**src/rtl/shift_unit_seq.sv**
```systemverilog
// Multi-cycle shift/rotate unit: moves a WIDTH-bit operand by a run-time amount,
// at most STEP positions per clock, behind a start/busy/done handshake.
//
// state   | meaning
// S_IDLE  | waiting for start
// S_SHIFT | shifting, rem_q positions still to go
// S_DONE  | one-cycle result strobe; may accept a back-to-back start
module shift_unit_seq #(
  parameter int WIDTH = 8,
  parameter int STEP  = 2,
  parameter int SHW   = 3
) (
  input  logic             clk_i,
  input  logic             rst_n_i,
  input  logic             start_i,
  input  logic [WIDTH-1:0] in_i,
  input  logic [SHW-1:0]   amt_i,
  input  logic [1:0]       mode_i,
  input  logic             cin_i,
  output logic             busy_o,
  output logic             done_o,
  output logic [WIDTH-1:0] out_o,
  output logic             cout_o
);

  localparam logic [1:0] M_LSL = 2'b00;
  localparam logic [1:0] M_LSR = 2'b01;
  localparam logic [1:0] M_ASR = 2'b10;
  localparam logic [1:0] M_ROL = 2'b11;

  typedef enum logic [1:0] {S_IDLE, S_SHIFT, S_DONE} state_t;

  state_t           state_q, state_d;
  logic [WIDTH-1:0] work_q, work_d;
  logic             cout_q, cout_d;
  logic [SHW-1:0]   rem_q, rem_d;
  logic [1:0]       mode_q, mode_d;
  logic             cin_q, cin_d;

  logic [WIDTH-1:0] step_w;
  logic             step_c;
  logic             last_step;

  // One clock's worth of shifting: up to STEP single-bit moves, cut short at rem_q.
  always_comb begin
    step_w = work_q;
    step_c = cout_q;
    for (int i = 0; i < STEP; i++) begin
      if (i < int'(rem_q)) begin
        case (mode_q)
          M_LSL: begin
            step_c = step_w[WIDTH-1];
            step_w = {step_w[WIDTH-2:0], cin_q};
          end
          M_LSR: begin
            step_c = step_w[0];
            step_w = {cin_q, step_w[WIDTH-1:1]};
          end
          M_ASR: begin
            step_c = step_w[0];
            step_w = {step_w[WIDTH-1], step_w[WIDTH-1:1]};
          end
          M_ROL: begin
            step_c = step_w[WIDTH-1];
            step_w = {step_w[WIDTH-2:0], step_w[WIDTH-1]};
          end
          default: ;
        endcase
      end
    end
  end

  assign last_step = (int'(rem_q) <= STEP);

  always_comb begin
    state_d = state_q;
    work_d  = work_q;
    cout_d  = cout_q;
    rem_d   = rem_q;
    mode_d  = mode_q;
    cin_d   = cin_q;
    case (state_q)
      S_IDLE, S_DONE: begin
        if (start_i) begin
          work_d  = in_i;
          rem_d   = amt_i;
          mode_d  = mode_i;
          cin_d   = cin_i;
          cout_d  = 1'b0;
          state_d = (amt_i == '0) ? S_DONE : S_SHIFT;
        end else begin
          state_d = S_IDLE;
        end
      end
      S_SHIFT: begin
        work_d = step_w;
        cout_d = step_c;
        if (last_step) begin
          rem_d   = '0;
          state_d = S_DONE;
        end else begin
          rem_d = rem_q - SHW'(STEP);
        end
      end
      default: state_d = S_IDLE;
    endcase
  end

  always_ff @(posedge clk_i) begin
    if (!rst_n_i) begin
      state_q <= S_IDLE;
      work_q  <= '0;
      cout_q  <= 1'b0;
      rem_q   <= '0;
      mode_q  <= 2'b00;
      cin_q   <= 1'b0;
    end else begin
      state_q <= state_d;
      work_q  <= work_d;
      cout_q  <= cout_d;
      rem_q   <= rem_d;
      mode_q  <= mode_d;
      cin_q   <= cin_d;
    end
  end

  assign busy_o = (state_q == S_SHIFT);
  assign done_o = (state_q == S_DONE);
  assign out_o  = work_q;
  assign cout_o = cout_q;

endmodule

```
**config.mk**
```make
export PLATFORM = sky130hd
export DESIGN_NAME = shift_unit_seq
export DESIGN_NICKNAME = d
export VERILOG_FILES = /design/src/rtl/shift_unit_seq.sv
export SDC_FILE = /design/constraint.sdc
export NUM_CORES = 1
export LEC_CHECK = 0
export CORE_ASPECT_RATIO = 2
export CORE_UTILIZATION = 45
export DETAILED_ROUTE_END_ITERATION = 10
export DONT_BUFFER_PORTS = 1
export MAX_ROUTING_LAYER = met4
export SYNTH_ARGS = -nofsm -noshare
export SYNTH_HDL_FRONTEND = slang
export SYNTH_SLANG_ARGS = --single-unit
export TNS_END_PERCENT = 50
```
**constraint.sdc**
```tcl
create_clock -name clk_i -period 4.4 [get_ports clk_i]
set_input_delay 0.22 -clock clk_i [delete_from_list [all_inputs] [get_ports clk_i]]
set_output_delay 0.22 -clock clk_i [all_outputs]
set_load 0.03 [all_outputs]
```
-- Yosys cells after proc, flatten, opt, wreduce, memory -nomap -nowiden
Index checks and enable logic that the tools add are counted.
- output and inout port bits: 11
- bits of input ports: 17
- word-level logic and storage cells: 47
- flip-flop bits (word level): 17
- $add $sub $neg: 1
- magnitude comparators: 3
- mux-type cells: 19
- equal/unequal tests: 8
- reduce and logical (&&, ||, !) cells: 10
- operators by type and width (operator ; count):
    $pmux 8 s4 ; 2
    $mux 8 ; 3
    $pmux 8 s2 ; 1
    $eq 2x2->1 const B ; 3
    $lt 1x3->1 const A ; 2
    $mux 2 ; 3
    $mux 3 ; 2
    $pmux 1 s2 ; 3
    $pmux 3 s2 ; 1
    $reduce_or 2->1 ; 3
    $eq 2x1->1 const B ; 2
    $logic_not 2->1 ; 2
    $pmux 2 s2 ; 1
    $reduce_and 2->1 ; 2
    $le 3x2->1 const B ; 1
    $logic_not 3->1 ; 1
    $mux 1 ; 3
    $ne 3x1->1 const B ; 1
    $reduce_and 3->1 ; 1
    $sub 3x2->3 const B ; 1
    $ne 2x1->1 const B ; 1
    $ne 2x2->1 const B ; 1
    $reduce_bool 2->1 ; 1

-- Longest topological paths before layout
Gate-level depths: netlist of run 1.
- depth after elaboration: 6
- depth in mapped cells: 7
- mapped depth without buffers: 6

-- Least setup slack after synthesis of run 1
No wires, ideal clock.
- path kind: register -> register
- from: reg mode_q[0]
- to: reg work_q[5], in the netlist out_o[5]
- slack: 2703 ps
- stages on the path, launching flop included: 8
- data arrival time: 1567 ps
- clock period less this slack: 1697 ps
- buffers on the path: 1
- data required time: 4271 ps
- path through: dfxtp_1 > inv_1 > ha_1 > o21ba_2 > buf_6 > a211o_1 > a211oi_1 > a311oi_1
- word-level cells in the longest chain between the ends: 6
- elaborated cells between the ends (all ways): 9
- classes of those cells: eq/ne: 3; mux: 5; reduce/logical: 1
- ends and longest elaborated chain (what ; RTL line ; RTL):
    from (decl) ; 37 ; logic [1:0] mode_q, mode_d;
    from (signal assigned) ; 122 ; mode_q <= mode_d;
    $eq 2x2->1, or another cell as far along ; 50 ; case (mode_q)
    $pmux 8 s4 ; 50 ;
    $mux 8 ; 49 ; if (i < int'(rem_q)) begin
    $pmux 8 s4 ; 50 ;
    $mux 8 * ; 49 ;
    $pmux 8 s2 * ; 82 ; case (state_q)
    to (signal assigned) ; 119 ; work_q <= work_d;
    to (decl) ; 34 ; logic [WIDTH-1:0] work_q, work_d;
Mark *: on every way between the ends. The rest lies on a longest branch, timed or not.
A chain may end at the register's enable or synchronous reset.

-- Final worst setup path of run 1
- from: reg rem_q[1]
- to: reg cout_q, in the netlist cout_o
- word-level cells in the longest chain between the ends: 5
- elaborated cells between the ends (all ways): 8
- classes of those cells: order compare: 2; eq/ne: 1; mux: 4; reduce/logical: 1
- ends and longest elaborated chain (what ; RTL line ; RTL):
    from (decl) ; 36 ; logic [SHW-1:0] rem_q, rem_d;
    from (signal assigned) ; 121 ; rem_q <= rem_d;
    $lt 1x3->1 ; 49 ;
    $mux 8 ; 49 ;
    $pmux 1 s2 ; 50 ;
    $mux 1 ; 49 ;
    $pmux 1 s2 ; 82 ;
    to (signal assigned) ; 120 ; cout_q <= cout_d;
    to (decl) ; 35 ; logic cout_q, cout_d;
Several ways; a longest one is shown, not always the timed one.

==> impl_results.md, run 1 <==
- Post-Synthesis Cell Area: 1460 um2
- Final TNS setup: 0 ns
- H-tree levels: 1
- Final hold violations: 0
- Largest net degree at the start of global routing: 17
- I/O pins: 28
- Core area: 3010 um2
- EDFF count, synth: 0
- Min Tclk post-route: 2.22 ns
- Worst hold-check path type: input port to flop
- Number of library cell types mapped by synthesis: 53
- Worst skew pair latency: 0.27 ns
- Gpl congestion: 0.979
- Port buffer count: 0
- # Max-Cap Violations: 0
- Post_cts resized: 0
- Crit. End Element: flop
- Max Slew Vio Count: 0
- Synth async-reset ratio: 0%
- Antenna Nets Post-Route: 0
- Drt initial violations: 103
- Starting Density: 48.5%
- Initial antenna violation count: 0
- Setup violators final: 0
- First-pass GRT wire length: 6.80 mm
- Status: complete, no violations
- Multi-input gate area: 980 um2
- 1st-pass router iterations: 4
- Commonest non-fill, non-tap cell in the layout: nand2_1
- # nets final: 196
- Pwr dens: 337 nW/um2
- # hold bufs at CTS: 0
- Psw: 0.199 mW
- Area Overhead vs Synth: -1.11%
- Peak supply drop: 0.195 mV
- Int Pwr: 0.288 mW
- Residual DRC count: 0
- Commonest non-fill, non-tap cells in the layout: nand2_1, dfxtp_1, a21oi_1, nor2_1
- CP Class: flop to flop
- Worst slew pin tran: 1.08 ns
- Flop pwr share: 44.3%
- CTS root buf: clkbuf_8
- Syn nets: 208
- Clock network fraction of total power: 27.6%
- Setup crit start kind: flop
- Crit path required time: 4.57 ns
- Final Skew: 0.00442 ns
- Vias per cell: 7.23
- Mean post-synth cell area: 7.89 um2
- RSZ-0062 raised after global routing: no
- Std cell rows: 28
- Sw Share: 40.8%
- CTS sink count: 17
- Clock buffer depth: 2
- Cells after Synth: 185
- Layout cell share with drive strength beyond 1: 9.30%
- CTS buffer count: 3
- Power share of the combinational group: 28.1%
- # diodes: 0
- Detailed-route via count: 1460
- Leak: 0.535 nW
- Clock-pin transition on the worst setup and hold timing paths: 0.08 ns
- Hpwl dp: 3.14 mm
- Die Ht: 82.6 um
- Tot Pwr: 0.487 mW
- Layout Utilization: 47.9%
- Dominant register cell in the synthesized netlist: dfxtp_1
- Die area: 3490 um2
- Crit share post-route: 50.4%
- YS warnings: 0
- Die Wd: 42.3 um
- WP data arrival: 2.39 ns
- Max FO, Critical Path: 13
- Post-synthesis sequential area ratio: 23.3%
- GRT overflow: 0
- Post-CTS setup buffers: 0
- Worst rel slew slack: 28.0%
- Reg area: 340 um2
- Vias in the first global route: 1461
- Yosys reg bits: 17
- CTS tree: done
- Max Freq: 451 MHz
- Avg WL per Cell: 21.4 um
- Fillers: 315
- Final WL: 4.32 mm
- Total GRT Usage: 26.5%
stage by stage:
stage	cells	instance area [um2]	setup WS, ns	hold WS (ns)
floorplan	185	1460	2.70	0.353
global placement	198	1400	2.38	0.339
detailed placement	198	1400	2.22	0.339
CTS	202	1440	2.23	0.0583
global route	202	1440	2.06	0.0712
finish	202	1440	2.18	0.0527
cell families after synthesis:
family | after synthesis | share of synthesized area [%]
AO/OA/AOI/OAI | 75 | 38.5
AND/OR/NAND/NOR | 52 | 17.8
buffers and inverters | 27 | 9.60
flip-flops | 17 | 23.3
multiplexers | 8 | 5.66
adder cells (fa/ha/maj) | 6 | 5.14
routing by layer:
metal  up-vias  share of wire, %  global-route usage, %
met5         -                 0                      -
met4         0               5.3                   19.1
met3        26               6.8                   3.91
met2        82                52                   48.0
met1       687                36                   24.8
li1        665                 -                      -
registers in the layout, indices dropped and copies added, names as in the netlist:
signal	flops
out_o	8
cout_o	1
cin_q	1
mode_q	2
state_q	2
rem_q	3
cell type report:
class | count | share of cell area (%)
Inverter | 10 | 2.60
Clock inverter | 1 | 0.520
Tap cell | 30 | 2.60
Sequential cell | 17 | 23.6
Clock buffer | 3 | 2.86
Multi-Input combinational cell | 141 | 67.9
synthesized netlist by cell type, types with 2 or more instances:
cell	count	share of area [%]
and4_1	2	1.2
nor2b_1	3	1.3
o22ai_1	3	1.3
nand3b_1	4	2.1
o41ai_1	2	1.2
inv_1	9	2.3
o221ai_1	4	2.4
clkbuf_1	6	1.5
a221oi_1	3	1.8
buf_6	4	3.1
nand2b_1	2	0.86
dfxtp_1	17	23
buf_2	7	2.4
a211oi_1	2	1.0
ha_1	6	5.1
nor2_1	10	2.6
o211ai_1	4	2.1
o211a_1	2	1.4
mux2_2	2	1.5
a21oi_1	14	4.8
o21ai_0	9	3.1
a21boi_0	5	2.6
o21a_1	3	1.5
nand2_1	20	5.1
nand3_1	5	1.7
mux2i_1	6	4.1
a21o_1	2	1.0
a31oi_1	3	1.3
o31ai_1	2	1.0
power groups by stage:
| stage | combinational (mW) | clock [mW] | sequential, mW |
|---|---|---|---|
| 2_1_floorplan | 0.129 | 0 | 0.201 |
| 4_1_cts | 0.135 | 0.134 | 0.214 |
| 6_report | 0.137 | 0.135 | 0.216 |
| 3_3_place_gp | 0.133 | 0 | 0.217 |
| 5_1_grt | 0.148 | 0.137 | 0.218 |
| 3_5_place_dp | 0.134 | 0 | 0.218 |
path summary, 6_finish.rpt:
path / endpoint / start / slack [ns] / cells after the start
setup / recovery: cout_o$_SDFFE_PN0P_ / rem_q[1]$_SDFFE_PN0P_ / 2.18 / 6
hold / removal: out_o[1]$_SDFFE_PN0P_ / rst_n_i / 0.05 / 2
setup reg to reg: cout_o$_SDFFE_PN0P_ / rem_q[1]$_SDFFE_PN0P_ / 2.18 / 6
hold reg to reg: mode_q[1]$_SDFFE_PN0P_ / mode_q[1]$_SDFFE_PN0P_ / 0.52 / 2
worst max-delay path: stages (launching register included):
cell	delay, ns
dfxtp_1	0.35
inv_1	0.06
ha_1	0.41
nor2b_1	0.54
a21oi_1	0.16
a2111o_1	0.42
and4_1	0.18
No activity file was read; power rests on OpenSTA's default activity.
==> run 2, diff against run 1 <==
Clock period 4.4 ns to 2 ns, I/O delays scaled along.
==> run 2 against run 1 <==
Global-route usage down 0.18 points. Design area increased by 10%. Non-clock buffer count increased by 16. Critical path depth stayed put. Core utilization up 4.8 points. Die area unchanged. Critical endpoint unchanged. Highest routed layer unchanged.
==> impl_results.md, run 2 (synthesized netlist as in run 1, its figures left out) <==
- Final hold violations: 0
- Hpwl dp: 3.20 mm
- CTS sink count: 17
- Commonest non-fill, non-tap cell in the layout: nand2_1
- Residual DRC count: 0
- Detailed-route via count: 1450
- Antenna Nets Post-Route: 0
- Layout cell share with drive strength beyond 1: 15.4%
- H-tree levels: 1
- Clock buffer depth: 2
- Worst hold-check path type: input port to flop
- Layout Utilization: 52.7%
- Max FFs per register: 8
- Worst rel slew slack: 59.8%
- Port buffer count: 0
- Min Tclk post-route: 1.88 ns
- Max Slew Vio Count: 0
- RSZ-0062 raised after global routing: yes
- Met2 Track Usage GR: 48.0%
- Final WL: 4.28 mm
- CTS buffer count: 3
- Die Wd: 42.3 um
- # nets final: 212
- Crit share post-route: 93.9%
- Crit path required time: 2.15 ns
- Multi-input gate area: 995 um2
- I/O pins: 28
- Min Hold Slack: 0.00531 ns
- Std cell rows: 28
- Worst skew pair latency: 0.26 ns
- CTS tree: done
- Vias per cell: 6.65
- First-pass GRT wire length: 6.76 mm
- Max FO, Critical Path: 12
- Avg WL per Cell: 19.6 um
- Final Skew: 0.00198 ns
- # diodes: 0
- Starting Density: 48.5%
- Pwr dens: 686 nW/um2
- Crit. End Element: flop
- Reg area: 340 um2
- GRT overflow: 0
- WP data arrival: 2.03 ns
- Commonest non-fill, non-tap cells in the layout: nand2_1, dfxtp_1, a21oi_1, buf_4, nor2_1
- 1st-pass router iterations: 4
- Peak supply drop: 0.485 mV
- Total GRT Usage: 26.3%
- Met1 Use GR: 25.4%
- Leak: 0.618 nW
- Die Ht: 82.6 um
- # Max-Cap Violations: 0
- Clock-pin transition on the worst setup and hold timing paths: 0.07 ns
- GR peak layer: met2
- Initial antenna violation count: 0
- CP Class: flop to flop
- Max Freq: 532 MHz
- Fillers: 309
- Drt initial violations: 65
- Area Overhead vs Synth: 8.83%
- Core area: 3010 um2
- Die area: 3490 um2
- Largest net degree at the start of global routing: 14
- CTS root buf: clkbuf_8
- Gpl congestion: 0.970
- Worst slew pin tran: 0.602 ns
- Setup crit start kind: flop
- Met3 usage: 3.70%
- Status: complete, no violations
- Vias in the first global route: 1433
- Setup violators final: 0
-- run 2: critical path, cell delays in order (launching register included) --
cell and delay, ns:
dfxtp_1 0.38, inv_1 0.08, ha_1 0.33, o21ai_2 0.27, a21oi_1 0.15, a2111o_1 0.39, and4_1 0.18
-- run 2: metrics by stage --
step	cells	instance area [um2]	power (mW)	TNS, ns	setup slack (ns)
finish	218	1590	1.09	0	0.122
detailed placement	209	1480	0.809	0	0.110
CTS	218	1570	1.09	0	0.103
global placement	209	1480	0.804	0	0.180
floorplan	185	1460	0.726	0	0.303
global route	218	1590	1.15	-0.00794	-0.00794
-- run 2: cell type report --
| class | instances | share of cell area (%) |
|---|---|---|
| inverter | 10 | 2.36 |
| timing repair buffer | 16 | 8.35 |
| tap | 30 | 2.36 |
| multi-input combinational | 141 | 62.6 |
| clock buffer | 3 | 2.60 |
| sequential | 17 | 21.4 |
| clock inverter | 1 | 0.315 |
-- run 2: report_power, final --
| part | total, mW | internal (mW) | switching (mW) |
|---|---|---|---|
| registers | 0.449 | 0.370 | 0.0793 |
| clock network | 0.267 | 0.139 | 0.128 |
| logic | 0.375 | 0.161 | 0.213 |
-- run 2: path summary, 6_finish.rpt --
check                              start                endpoint  slack, ns  depth (start not counted)
setup / recovery  mode_q[0]$_SDFFE_PN0P_     cout_o$_SDFFE_PN0P_       0.12                          6
hold / removal                   rst_n_i   out_o[4]$_SDFFE_PN0P_      0.005                          1
setup reg to reg  mode_q[0]$_SDFFE_PN0P_     cout_o$_SDFFE_PN0P_       0.12                          6
hold reg to reg   mode_q[0]$_SDFFE_PN0P_  mode_q[0]$_SDFFE_PN0P_       0.51                          2
-- run 2: per-layer routing --
metal  share of wire [%]  routed length (um)
met5                   0                   0
met4                 5.1                 216
met3                 5.0                 212
met1                  37                1570
met2                  53                2270
-- run 2: timing repair --
item                                    4_1_cts  5_1_grt
resized for setup                             0        4
hold endpoints to repair                     11        0
hold buffers                                  5        0
endpoints found under the setup margin        0        4
buffers inserted                              0        0
